--- config.mk ---
export PLATFORM = sky130hd
export DESIGN_NAME = ram_bus_arbiter
export DESIGN_NICKNAME = d
export VERILOG_FILES = /design/src/rtl/ram_bus_arbiter.sv
export SDC_FILE = /design/constraint.sdc
export NUM_CORES = 1
export LEC_CHECK = 0
export ABC_CLOCK_PERIOD_IN_PS = 1600
export CAP_MARGIN = 25
export CORE_MARGIN = 2
export CORE_UTILIZATION = 23
export CTS_CLUSTER_DIAMETER = 100
export CTS_CLUSTER_SIZE = 16
export DETAILED_ROUTE_END_ITERATION = 7
export GPL_ROUTABILITY_DRIVEN = 0
export PLACE_DENSITY = 0.66
export SYNTH_ARGS = -nofsm -noshare
export SYNTH_HDL_FRONTEND = slang
export SYNTH_SLANG_ARGS = --single-unit
export TNS_END_PERCENT = 50
--- constraint.sdc ---
create_clock -name clk -period 1.6 [get_ports clk]
set_clock_uncertainty 0.1 [all_clocks]
set_input_delay 0.16 -clock clk [delete_from_list [all_inputs] [get_ports clk]]
set_output_delay 0.16 -clock clk [all_outputs]
set_load 0.03 [all_outputs]
--- src/rtl/ram_bus_arbiter.sv ---
// ram_bus_arbiter: SRAM owner arbiter between boot loader, CPU and NUM_SVC round-robin service channels.
// Optional grant watchdog enabled by defining RAMARB_TIMEOUT_EN.
module ram_bus_arbiter #(
    parameter int ADDR_W      = 16,
    parameter int DATA_W      = 8,
    parameter int NUM_SVC     = 2,
    parameter int HALT_SETTLE = 4,
    parameter int SVC_TIMEOUT = 65535
) (
    input  logic                      clk,
    input  logic                      rst,
    input  logic                      boot_done_i,
    input  logic [ADDR_W-1:0]         ldr_addr_i,
    input  logic [DATA_W-1:0]         ldr_wdata_i,
    input  logic                      ldr_cs_i,
    input  logic                      ldr_we_i,
    input  logic [ADDR_W-1:0]         cpu_addr_i,
    input  logic [DATA_W-1:0]         cpu_wdata_i,
    input  logic                      cpu_cs_i,
    input  logic                      cpu_we_i,
    input  logic [NUM_SVC-1:0]        svc_req_i,
    input  logic [NUM_SVC*ADDR_W-1:0] svc_addr_i,
    input  logic [NUM_SVC*DATA_W-1:0] svc_wdata_i,
    input  logic [NUM_SVC-1:0]        svc_cs_i,
    input  logic [NUM_SVC-1:0]        svc_we_i,
    output logic [NUM_SVC-1:0]        svc_gnt_o,
    output logic [NUM_SVC-1:0]        svc_err_o,
    output logic [ADDR_W-1:0]         ram_addr_o,
    output logic [DATA_W-1:0]         ram_wdata_o,
    output logic                      ram_cs_o,
    output logic                      ram_we_o,
    input  logic [DATA_W-1:0]         ram_rdata_i,
    output logic [DATA_W-1:0]         cpu_rdata_o,
    output logic                      cpu_rdy_o,
    output logic                      cpu_dout_en_o
);
    localparam int SEL_W = NUM_SVC > 1 ? $clog2(NUM_SVC) : 1;
    localparam int CNT_W = HALT_SETTLE > 1 ? $clog2(HALT_SETTLE) : 1;

    typedef enum logic [2:0] {S_BOOT, S_RUN, S_HALT_WAIT, S_SVC, S_RELEASE} state_t;

    state_t             state_q, state_d;
    logic [SEL_W-1:0]   sel_q, sel_d, rr_q, rr_d, pick, idx, sel_inc;
    logic [CNT_W-1:0]   cnt_q, cnt_d;
    logic [NUM_SVC-1:0] eff_req, sel_oh;
    logic               tmo_hit, cpu_on;

    // First eligible requester at or after rr_q; descending loop lets the nearest one win.
    always_comb begin
        pick = rr_q;
        idx  = '0;
        for (int i = NUM_SVC - 1; i >= 0; i--) begin
            idx = SEL_W'((int'(rr_q) + i) % NUM_SVC);
            if (eff_req[idx]) pick = idx;
        end
    end

    always_comb begin
        sel_oh = '0;
        sel_oh[sel_q] = 1'b1;
    end

    assign sel_inc = (sel_q == SEL_W'(NUM_SVC - 1)) ? '0 : sel_q + 1'b1;

`ifdef RAMARB_TIMEOUT_EN
    localparam int TMO_W = $clog2(SVC_TIMEOUT + 1);
    logic [TMO_W-1:0]   tmo_q, tmo_d;
    logic [NUM_SVC-1:0] blk_q, blk_d, err_q;
    assign tmo_hit   = (state_q == S_SVC) && !svc_cs_i[sel_q] && (tmo_q == TMO_W'(SVC_TIMEOUT - 1));
    assign tmo_d     = (state_q == S_SVC && !svc_cs_i[sel_q]) ? tmo_q + 1'b1 : '0;
    // A timed-out channel stays masked until it drops its request.
    assign blk_d     = (blk_q | (tmo_hit ? sel_oh : '0)) & svc_req_i;
    assign eff_req   = svc_req_i & ~blk_q;
    assign svc_err_o = err_q;
    always_ff @(posedge clk or posedge rst) begin
        if (rst) begin
            tmo_q <= '0;
            blk_q <= '0;
            err_q <= '0;
        end else begin
            tmo_q <= tmo_d;
            blk_q <= blk_d;
            err_q <= tmo_hit ? sel_oh : '0;
        end
    end
`else
    assign tmo_hit   = 1'b0;
    assign eff_req   = svc_req_i;
    assign svc_err_o = '0;
`endif

    always_comb begin
        state_d = state_q;
        sel_d   = sel_q;
        rr_d    = rr_q;
        cnt_d   = cnt_q;
        case (state_q)
            S_BOOT: if (boot_done_i) state_d = S_RUN;
            S_RUN: if (|eff_req) begin
                state_d = S_HALT_WAIT;
                sel_d   = pick;
                cnt_d   = CNT_W'(HALT_SETTLE - 1);
            end
            S_HALT_WAIT: begin
                if (!svc_req_i[sel_q]) state_d = S_RUN;
                else if (cnt_q == '0) state_d = S_SVC;
                else cnt_d = cnt_q - 1'b1;
            end
            S_SVC: if (!svc_req_i[sel_q] || tmo_hit) begin
                state_d = S_RELEASE;
                rr_d    = sel_inc;
            end
            S_RELEASE: begin
                if (|eff_req) begin
                    state_d = S_SVC;
                    sel_d   = pick;
                end else begin
                    state_d = S_RUN;
                end
            end
            default: state_d = S_BOOT;
        endcase
    end

    always_ff @(posedge clk or posedge rst) begin
        if (rst) begin
            state_q <= S_BOOT;
            sel_q   <= '0;
            rr_q    <= '0;
            cnt_q   <= '0;
        end else begin
            state_q <= state_d;
            sel_q   <= sel_d;
            rr_q    <= rr_d;
            cnt_q   <= cnt_d;
        end
    end

    // The CPU keeps the bus during the settle window so its in-flight cycle completes.
    assign cpu_on        = (state_q == S_RUN) || (state_q == S_HALT_WAIT);
    assign cpu_rdy_o     = state_q == S_RUN;
    assign cpu_dout_en_o = cpu_rdy_o & cpu_cs_i & ~cpu_we_i;
    assign cpu_rdata_o   = cpu_on ? ram_rdata_i : '0;
    assign svc_gnt_o     = (state_q == S_SVC) ? sel_oh : '0;
    assign ram_addr_o    = (state_q == S_BOOT) ? ldr_addr_i
                         : (state_q == S_SVC)  ? svc_addr_i[sel_q*ADDR_W +: ADDR_W] : cpu_addr_i;
    assign ram_wdata_o   = (state_q == S_BOOT) ? ldr_wdata_i
                         : (state_q == S_SVC)  ? svc_wdata_i[sel_q*DATA_W +: DATA_W] : cpu_wdata_i;
    assign ram_cs_o      = (state_q == S_BOOT) ? ldr_cs_i
                         : (state_q == S_SVC)  ? svc_cs_i[sel_q] : cpu_on & cpu_cs_i;
    assign ram_we_o      = (state_q == S_BOOT) ? ldr_we_i
                         : (state_q == S_SVC)  ? svc_we_i[sel_q] : cpu_on & cpu_we_i;
endmodule

==> Word level (Yosys, flattened, before mapping) <==
Index checks and enable logic that the tools add are counted.
{ "word_totals": {"ff_bits": 7, "inputBits": 117, "output_inout_bits": 40, "wordCells": 76} }
{ "op_classes": {"addsub": 3, "muxes": 36, "reduce_logical": 11, "bitwise": 6, "n_eq_ne": 10, "shift": 2, "magnitude_cmp": 4} }
{ "op_table": {"columns": ["op", "n"], "rows": [
  ["two-way mux 16 bit", 2],
  ["indexed part select 32 x 6 -> 16 bit", 1],
  ["two-way mux 8 bit", 3],
  ["two-way mux 1 bit", 18],
  ["indexed part select 16 x 5 -> 8 bit", 1],
  ["two-way mux 3 bit", 5],
  ["case mux 3 bit (5 select lines)", 1],
  ["two-way mux 2 bit", 5],
  ["inequality test 2 bit (second input constant)", 4],
  ["AND reduction 4 bit", 2],
  ["== test 3 x 2 -> 1 bit (second input constant)", 2],
  ["< comparator 1 x 2 -> 1 bit (second input constant)", 3],
  ["AND 1 bit", 4],
  ["case mux 2 bit (2 select lines)", 1],
  ["AND reduction 2 bit", 2],
  ["OR reduction 2 bit", 2],
  ["== test 3 x 1 -> 1 bit (second input constant)", 1],
  ["== test 3 bit (second input constant)", 1],
  ["logical NOT 3 bit", 1],
  ["inequality test 3 bit (second input constant)", 1],
  ["adder 1 bit (second input constant)", 2],
  ["logical NOT 2 bit", 1],
  ["inequality test 2 x 1 -> 1 bit (second input constant)", 1],
  ["NOT 1 bit", 2],
  ["6 further kinds", 6]
]} }

==> Longest topological paths before layout <==
{ "logic_depth": {"depth_word": 5, "mapped_depth": 7, "mapped_depth_nobuf": 6} }

==> Worst setup path after synthesis <==
Ideal clock, no wire load.
{ "synth_timing": {"kind": "flip-flop to output port", "from": "register state_q[2]", "to": "output cpu_dout_en_o", "slack_ns": -0.462, "required_ns": 1.340, "stages_incl_launch_ff": 4, "n_path_buf": 1, "arrival_time_ns": 1.802, "path_cell_list": "dfrtp_1 > buf_2 > nand2b_1 > nor4b_1"} }
{ "synth_via": {"elab_chain_len": 3} }
{ "synth_lines": {"columns": ["element", "line", "text"], "rows": [
  ["start: declaration", "42", "state_t state_q, state_d;"],
  ["start signal: assignment", "132", "state_q <= state_d;"],
  ["== test 3 x 1 -> 1 bit", "141", "assign cpu_rdy_o = state_q == S_RUN;"],
  ["AND 1 bit (2 in a row)", "142", "assign cpu_dout_en_o = cpu_rdy_o & cpu_cs_i & ~cpu_we_i;"],
  ["end: declaration", "35", "output logic cpu_dout_en_o"]
]} }
Every way passes these cells.

==> Worst setup path after layout <==
{ "layout_timing": {"from": "register state_q[2]", "to": "output ram_wdata_o[5]"} }
{ "layout_via": {"elab_chain_len": 3, "elab_cells_between_ends": 4, "classes_between": "eq/ne (1); mux (2); reduce/logical (1)"} }
{ "layout_lines": {"columns": ["element", "line", "text"], "rows": [
  ["== test 3 x 2 -> 1 bit", "148", ": (state_q == S_SVC) ? svc_wdata_i[sel_q*DATA_W +: DATA_W] : cpu_wdata_i;"],
  ["two-way mux 8 bit", "148", null],
  ["two-way mux 8 bit (*)", "147", "assign ram_wdata_o = (state_q == S_BOOT) ? ldr_wdata_i"],
  ["end: declaration", "29", "output logic [DATA_W-1:0] ram_wdata_o,"]
]} }
Every way passes the cells marked *; elsewhere a longest branch is shown, timed or not.

==> results.md <==
* Status: finished, violations left
* Failing checks: setup timing
* R2R cell count at 7
* Die X at 86.17 um
* First drt pass iteration count at 4
* Vias in the first global route at 2,413
* Final non-filler cell total at 478
* Largest area contributor in the netlist: o22ai_2
* Sink Count at 7
* Internal power at 4368 uW
* Crit Path Class: register to output pin
* Clock-pin slew on the worst setup and hold paths at 40 ps
* Pleak at 0.001598 uW
* Max VDD drop at 0.001220 V
* Ys Warns at 0
* Synth cell types at 34
* Slowest CP cell: or3_1
* Power Dens Cells at 2188 nW/um2
* H-tree levels at 1
* Area growth syn-to-layout at 161.2%
* Worst Hold Class: input pin to asynchronous set/reset pin
* Register area share after synthesis at 11.28%
* Tmin final at 1972 ps
* CP startpoint kind: register
* Post-CTS Hold Buffers at 0
* Final hold slack at 67.85 ps
* Final setup viols at 39
* CP Cell Sequence: or3_1 > buf_12 > o22ai_2 > a31oi_4 > buf_4
* Yosys reg bits at 7
* DRC viols at 0
* Reg2Reg Setup Slack at -10 ps
* Combinational share of power at 93.3%
* Nets@finish at 520
* Post-synth top area share at 16.12%
* GRT Util Overall at 19.49%
* R2r endpoint: sel_q
* Share of cells above drive strength 1 at 40.65%
* Final Hold Fails at 0
* Syn avg cell area at 7.090 um2
* CTS buffer count at 3
* WP data arrival at 1710 ps
* First-pass GRT wire length at 11,700 um
* CP startpoint: state_q[2]
* Max clock buf depth at 2
* CTS tree: built
* # diodes at 0
* Initial Utilization at 24.18%
* WP data required at 1340 ps
* Placed Cells at 466
* Syn Std Cell Area at 1553 um2
* Final Max Slew Viols at 0
* Vias after detailed routing at 2,418
* Num rows at 29
* Fin Setup TNS at -10,590 ps
* Post-DP HPWL at 5945 um
* CP Capture Type: output pin
* Switching portion of total power at 50.78%
* Period Utilization, post-route at 123.3%
* Detail Route Antenna Nets at 0
* Final wirelength at 7706 um
* CP max stage delay at 430 ps
* Clock root cell: clkbuf_8
* Io pins at 157
* Fin util at 63.16%
* Max_cap viols at 0
* Largest net degree at the start of global routing at 34
* Worst setup margin at -372.2 ps
* RSZ-0062 raised after global routing: true
* Core Box Area at 6422 um2
* Fmax at 507.1 MHz
* Later-pin clock latency in the skew report at 240 ps
* Synth area leaders: o22ai_2 (16%), a21o_1 (12%), dfrtp_1 (11%), a31oi_1 (10%), o21ai_0 (8.1%)
* Reg power frac at 3.7%
* Clk pwr share at 3.0%
* Total gr overflow at 0
* Initial antenna violation count at 0
* Worst R2R Start: state_q[0]
* Switch Pwr at 4506 uW
* Port bufs at 154
* Via density per instance at 5.059
* DR iter-0 viols at 43
* Area of the die at 7424 um2
* Chip height at 86.17 um
* Critical Path Fanout Max at 24
* Drt wl/cell at 16.12 um
* Mapped Cells at 219
## timing repair
action                     4_1_cts  5_1_grt
gates resized for setup         24       40
pin swaps                        3        5
setup buffers                    1        6
gates cloned                     0        1
setup endpoints to repair       40       42
## critical path: cells and delay by family, from the launching register on
| kind | cells | cell delay, ps |
|---|---|---|
| and+or+nand+nor | 1 | 430 |
| buffers and inverters | 2 | 380 |
| DFF | 1 | 400 |
| AOI/OAI and AO/OA | 2 | 240 |
## Yosys cell counts
cell       n
nand2_1   28
a31oi_1   26
o21ai_0   25
a21o_1    24
o22ai_2   20
nor2_1    12
buf_2      9
and2_1     8
dfrtp_1    7
clkbuf_1   6
a21oi_1    5
buf_4      5
inv_1      5
mux2i_1    5
nand2b_1   4
o22ai_1    4
buf_6      3
nor3_1     3
o21ai_1    3
a211oi_1   2
nor2_2     2
a211o_1    1
a21oi_4    1
conb_1     1
ha_1       1
inv_2      1
nand3b_2   1
nor2_4     1
nor4_1     1
nor4_2     1
nor4b_1    1
or3_1      1
xnor2_1    1
xor2_1     1
## worst max path at each step
| stage | endpoint | slack (ps) | cells after the start |
|---|---|---|---|
| 6_report | ram_wdata_o[5] | -370 | 5 |
| 5_1_grt | ram_wdata_o[4] | -410 | 7 |
| 4_1_cts | ram_wdata_o[2] | -350 | 5 |
| 3_5_place_dp | ram_addr_o[0] | -160 | 5 |
| 3_3_place_gp | ram_addr_o[1] | -110 | 5 |
| 2_1_floorplan | ram_addr_o[4] | -70 | 7 |
## metrics by stage
step	instance area, um2	worst slack [ps]	total power, uW
6_report	4056	-372.2	8874
5_1_grt	4056	-408.9	9360
4_1_cts	3829	-353.6	8265
3_5_place_dp	3676	-158.3	7641
3_3_place_gp	3676	-109.3	7589
2_1_floorplan	1903	-67.82	5110
## flip-flops by register name (all words and copies together) (netlist names)
| register | count |
|---|---|
| cnt_q | 2 |
| sel_q | 1 |
| rr_q | 1 |
| state_q | 3 |
## metal layers
metal  global-route usage (%)  vias up  routed length [um]
li1                         -     1182                   -
met1                    24.09     1116                3316
met2                    33.90      109                3682
met3                    3.272       11                 557
met4                    6.782        0                 150
met5                        0        -                   0
## layout make-up
| cell class | count | area [um2] |
|---|---|---|
| fill | 561 | 2366 |
| inverter | 6 | 22.52 |
| timing repair buffer | 200 | 2028 |
| clock buffer | 4 | 45.04 |
| sequential | 7 | 177.7 |
| multi-input combinational | 184 | 1687 |
| tap | 77 | 96.34 |
## logic make-up (layout without fill, tap and decap cells)
| logic type | count (synthesis) | in the layout | share of synthesized area (%) |
|---|---|---|---|
| muxes | 5 | 5 | 3.223 |
| xor gates and xnor gates | 2 | 2 | 1.128 |
| DFF | 7 | 7 | 11.28 |
| other | 1 | 2 | 0.2415 |
| adders and majority gates | 1 | 1 | 0.8057 |
| buffers and inverters | 29 | 210 | 10.39 |
| AOI/OAI and AO/OA | 111 | 111 | 53.02 |
| and+or+nand+nor | 63 | 63 | 19.90 |
## cells in the final DEF (no fill, tap or decap), types with 3 or more instances in the layout
cell,Yosys,final
o21ai_1,3,5
nor2_4,1,3
nand2_2,0,9
inv_1,5,5
clkbuf_8,0,3
a31oi_2,0,5
and2_4,0,7
nor2_1,12,12
buf_6,3,33
a21oi_1,5,5
o22ai_4,0,4
buf_4,5,42
a31oi_1,26,3
dfrtp_1,7,5
clkdlybuf4s50_1,0,116
mux2i_1,5,5
a31oi_4,0,18
a21o_1,24,24
buf_12,0,7
o21ai_0,25,23
o22ai_2,20,19
nand2_1,28,19
## power by group through the flow
stage          Clock (uW)  Combinational [uW]  Sequential (uW)
2_1_floorplan           0                4800              306
3_3_place_gp            0                7280              311
3_5_place_dp            0                7330              315
4_1_cts               272                7680              312
5_1_grt               271                8750              342
6_report              264                8280              327
(Power assumes the default switching activity.)
==> edit 1, RTL diff (same settings) <==
Encoding of `state_t`: now one-hot (5 bits for 5 states).
--- a/src/rtl/ram_bus_arbiter.sv
+++ b/src/rtl/ram_bus_arbiter.sv
@@ -37,7 +37,7 @@
     localparam int SEL_W = NUM_SVC > 1 ? $clog2(NUM_SVC) : 1;
     localparam int CNT_W = HALT_SETTLE > 1 ? $clog2(HALT_SETTLE) : 1;
 
-    typedef enum logic [2:0] {S_BOOT, S_RUN, S_HALT_WAIT, S_SVC, S_RELEASE} state_t;
+    typedef enum logic [4:0] {S_BOOT = 5'b00001, S_RUN = 5'b00010, S_HALT_WAIT = 5'b00100, S_SVC = 5'b01000, S_RELEASE = 5'b10000} state_t;
 
     state_t             state_q, state_d;
     logic [SEL_W-1:0]   sel_q, sel_d, rr_q, rr_d, pick, idx, sel_inc;
Function: no difference found for any inputs over 10 cycles, from zero or initial values and one cycle with rst high; not proved beyond that.
==> edit 1 against the original RTL <==
Core utilization rose by 2.2 points; sequential cell count grew 2; setup slack got worse by 0.094 ns; die area fell by 7.6%; sequential share of layout area is 1.5 points higher; power shrank 43%; design area down 4.0%; wire length shrank 7.9%; area after synthesis decreased by 8.0%; combinational power down 46%; the run still ends with negative setup slack left.
==> edit 1: results (changes against the original RTL) <==
met3 usage 3.678% (+0.41 points); post-DP HPWL 5557 µm (-6.5%); Final Non-Filler Cells 462 (-3.3%); antenna violations before repair 0 (unchanged); Post-CTS Setup Bufs 3 (+2); largest net degree at the start of global routing 22 (-35%); register share of the cell area 5.879% (+1.5 points); pwr dens 1293 nW/µm² (-41%); met3 routed WL 379 µm (-32%); Worst-Skew Late Latency between 0.2 and 0.25 ns; Post-Synth XOR/XNOR Area 0% (-1.1 points); area of the core 5956 µm² (-7.3%); Unique masters post-synth 38 (+12%); CP top delay family flip-flops; nets 506 (-2.7%); crit path DAT 1.81 ns (+0.10 ns); worst vdd ir 0.9204 mV (-25%); invs w/o clock 7 (+1); combinational power share 88.0% (-5.3 points); vias 2241 (-7.3%); max incr delay on CP 0.57 ns (+0.14 ns); Clock group 260 µW (-2%); Top Registers state_q (5), cnt_q (2); status finished, violations left; Area contributors post-synth mux2i_1 (16%), dfrtp_1 (14%), o21ai_1 (13%); Setup WS pre-CTS -0.3096 ns (-0.1513 ns); share of cells above drive strength 1 40.31% (-0.34 points); Post-Place Cells 449 (-3.6%); post-synthesis mux area share 17.69% (+14 points); Post-Syn Instances 206 (-5.9%); gr usage total 19.10% (-0.39 points); worst-path cell with the longest stage delay dfstp_2; Fillers 525 (-6.4%); final setup vio count 46 (+18%); P_sw 2.338 mW (-48%); comb_multi_in 174 (-5.4%); drt first-iter violations 49 (+14%); final wirelength 7098 µm (-7.9%); multi-input gate share of total cell area 37.23% (-4.3 points); Synth Area in Compound Gates 27.32% (-26 points); CP max FO 4 (-83%); Setup TNS -15.64 ns (-5.058 ns); met1 usage 23.59% (-0.50 points); Worst Slack Setup Final -0.4661 ns (-0.09389 ns); Non-clock buffer share 52.65% (+2.7 points); sequential area share after synthesis 15.85% (+4.6 points); met2 WL 3665 µm (-0.46%); Repair and plain buffers 193 (-3.5%); clock buffer count 4 (unchanged); Resize count post-CTS 48 (+100%); Clock Sink Count 9 (+2); Syn-to-layout area delta 172.6%; met1 WL 2904 µm (-12%); instance area at placement 3378 µm² (-8.1%); first-pass GRT wire length 10900 µm (-6.8%); failing checks negative setup slack; met2 Usage GRT 34.46% (+0.56 points)
## edit 1: cell count changes after synthesis, sizes merged, moves of 8 or more
cell   before  now
a31oi      26    1
a21o       24    0
o22ai      24    1
nand3       0   21
o21ai      28   48
mux2i       5   23
nor2b       0   11
nor2       15    7
## edit 1: worst paths after layout
check | slack [ns] | depth (start not counted) | end | from
min in group clk | 0.41 | 1 | rr_q | rr_q
hold reg to reg | 0.41 | 1 | rr_q | rr_q
setup reg to reg | -0.23 | 5 | cnt_q[1] | state_q[3]
hold / removal | 0.09 | 2 | state_q[2] | rst
max in group asynchronous | 1.01 | 2 | state_q[0] | rst
setup / recovery | -0.47 | 6 | ram_wdata_o[2] | state_q[0]
## edit 1: logic make-up (layout without fill, tap and decap cells)
family	count (synthesis)	count (layout)
AO/OA/AOI/OAI	67	67
adder cells (fa/ha/maj)	1	1
buffers and inverters	24	204
flip-flops	9	9
multiplexers	25	25
other	1	2
AND/OR/NAND/NOR	79	79
==> edit 2, RTL diff (same settings) <==
Made on the original files. The option `RAMARB_TIMEOUT_EN` is turned on by a define.
--- a/src/rtl/ram_bus_arbiter.sv
+++ b/src/rtl/ram_bus_arbiter.sv
@@ -1,5 +1,7 @@
 // ram_bus_arbiter: SRAM owner arbiter between boot loader, CPU and NUM_SVC round-robin service channels.
 // Optional grant watchdog enabled by defining RAMARB_TIMEOUT_EN.
+`define RAMARB_TIMEOUT_EN
+
 module ram_bus_arbiter #(
     parameter int ADDR_W      = 16,
     parameter int DATA_W      = 8,
Formal check against the unedited RTL: same outputs for any inputs over 10 cycles, from zero or initial values and one cycle with rst high; that may be too few to reach the edited logic, so the function may still have changed.
==> edit 2 against the original RTL <==
Setup slack better by 0.020 ns; design area rose by 27%; critical endpoint is now ram_addr_o[5]; synthesized cell count is 36% higher; wire length up 27%; the flow still finishes with violations (negative setup slack); global-route usage fell by 4.1 points; area after synthesis up 46%; power decreased by 3.3%; sequential cell count grew 20.
==> edit 2: results (changes against the original RTL) <==
r2r endpoint rr_q; share of cells above drive strength 1 41.87% (+1.2 points); area of the mapped netlist 2261 µm² (+46%); Area contributors post-synth dfrtp_1 (30%), mux2i_1 (12%), nor2_1 (7.1%); synthesized area per cell 7.587 µm² (+7.0%); gr usage total 15.36% (-4.1 points); sequential area share after synthesis 29.88% (+19 points); Post-Place Cells 613 (+32%); Worst-path clk slew 0.09 ns (+0.05 ns); vias 2911 (+20%); worst-path cell with the longest stage delay dfrtp_2; drt first-iter violations 90 (+110%); Worst-Skew Late Latency 0.28 ns (+0.04 ns); DR WL/cell 15.31 µm (-5.0%); Worst Slack Setup Final -0.3519 ns (+0.02031 ns); leakage power 2.273 nW (+42%); Reg2Reg Depth 6 (-1); clock root buffer clkbuf_8; r2r setup slk -0.32 ns (-0.31 ns); RR Startpoint sel_q; first-pass GRT wire length 13010 µm (+11%); largest net degree at the start of global routing 28 (-18%); ys async rst share 100.0% (unchanged); CP max FO 12 (-50%); post-DP HPWL 6819 µm (+15%); failing checks negative setup slack; synth cell count leaders nor2_1 (43), nand2_1 (34), a21oi_1 (32); final setup vio count 46 (+18%); drt pass-1 iters 4 (unchanged); status finished, violations left; max incr delay on CP 0.43 ns (about the same); n_diodes 0 (unchanged); most common cell in the synthesized netlist nor2_1; Final Non-Filler Cells 637 (+33%); Buffers on Ports 156 (+1.3%); nets 625 (+20%); worst vdd ir 1.080 mV (-12%); Fillers 877 (+56%); vias in the first global route 2665 (+10%); Setup WS pre-CTS -0.2286 ns (-0.07026 ns); Top Registers tmo_q (16), state_q (3); Unique masters post-synth 44 (+29%); Longest Clk Path Bufs 2 (unchanged); Setup TNS -13.06 ns (-2.471 ns)
## edit 2: cell types whose count changed after synthesis, sizes merged, moves of 10 or more
cell   change
nor2      +28
a21oi     +26
a21o      -24
o22ai     -23
buf       -10
a31oi     -25
mux2i     +23
dfrtp     +20
## edit 2: cell families (layout without fill, tap and decap cells)
group / after synthesis / in the layout / synth area share [%]
xor+xnor: 12 / 12 / 4.649
fa+ha+maj: 4 / 4 / 2.103
simple gates: 123 / 123 / 27.39
buf+inv: 29 / 235 / 5.257
flops: 27 / 27 / 29.88
compound gates: 74 / 74 / 17.82
mux: 29 / 29 / 12.89
## edit 2: where the power goes
part	internal [mW]	switching [mW]	total (mW)	leakage, nW
Combinational	3.66	3.67	7.33	1.90
Sequential	0.768	0.0825	0.850	0.355
Clock	0.179	0.223	0.402	0.0228
## edit 2: metrics by stage
step,instance area (µm²),hold slack (ns)
global route,5137,0.1834
global placement,4337,0.3606
finish,5137,0.1337
floorplan,2414,0.1127
detailed placement,4337,0.3794
CTS,4697,0.1447
## edit 2: timing repair
action                     CTS  global route
buffers inserted             5            10
gates cloned                 2             4
pin swaps                    9            18
setup endpoints to repair   47            50
gates resized for setup     60            83
## edit 2: layout make-up
class	count	area [µm²]	share of cell area, %
Multi-Input combinational cell	242	1867	36.34
Clock buffer	4	45.04	0.8768
Timing Repair Buffer	224	2355	45.84
Tap cell	133	166.4	3.239
Sequential cell	27	678.2	13.20
Inverter	7	26.28	0.5114
## edit 2: worst max path at each step
| stage | from | to | slack [ns] | depth (start not counted) |
|---|---|---|---|---|
| detailed placement | svc_cs_i[1] | state_q[1] | -0.23 | 7 |
| global route | sel_q | ram_addr_o[3] | -0.43 | 7 |
| finish | sel_q | ram_addr_o[5] | -0.35 | 7 |
| global placement | svc_cs_i[1] | state_q[1] | -0.23 | 7 |
| floorplan | state_q[2] | ram_wdata_o[3] | -0.1 | 6 |
| CTS | state_q[1] | ram_wdata_o[1] | -0.33 | 7 |
## edit 2: per-layer routing
metal | global-route usage [%] | vias up | wire length (µm) | part of all wire, %
met5 | 0 | - | 0 | 0
li1 | - | 1441 | - | -
met4 | 3.239 | 0 | 82 | 0.84
met1 | 21.13 | 1385 | 4131 | 42
met3 | 1.627 | 11 | 411 | 4.2
met2 | 26.07 | 74 | 5127 | 53
## edit 2: critical path, delay by kind of cell (launching register included)
kind,cells,cell delay [ns]
AO/OA/AOI/OAI,2,0.23
flip-flops,1,0.43
multiplexers,1,0.25
buffers and inverters,3,0.44
AND/OR/NAND/NOR,1,0.06
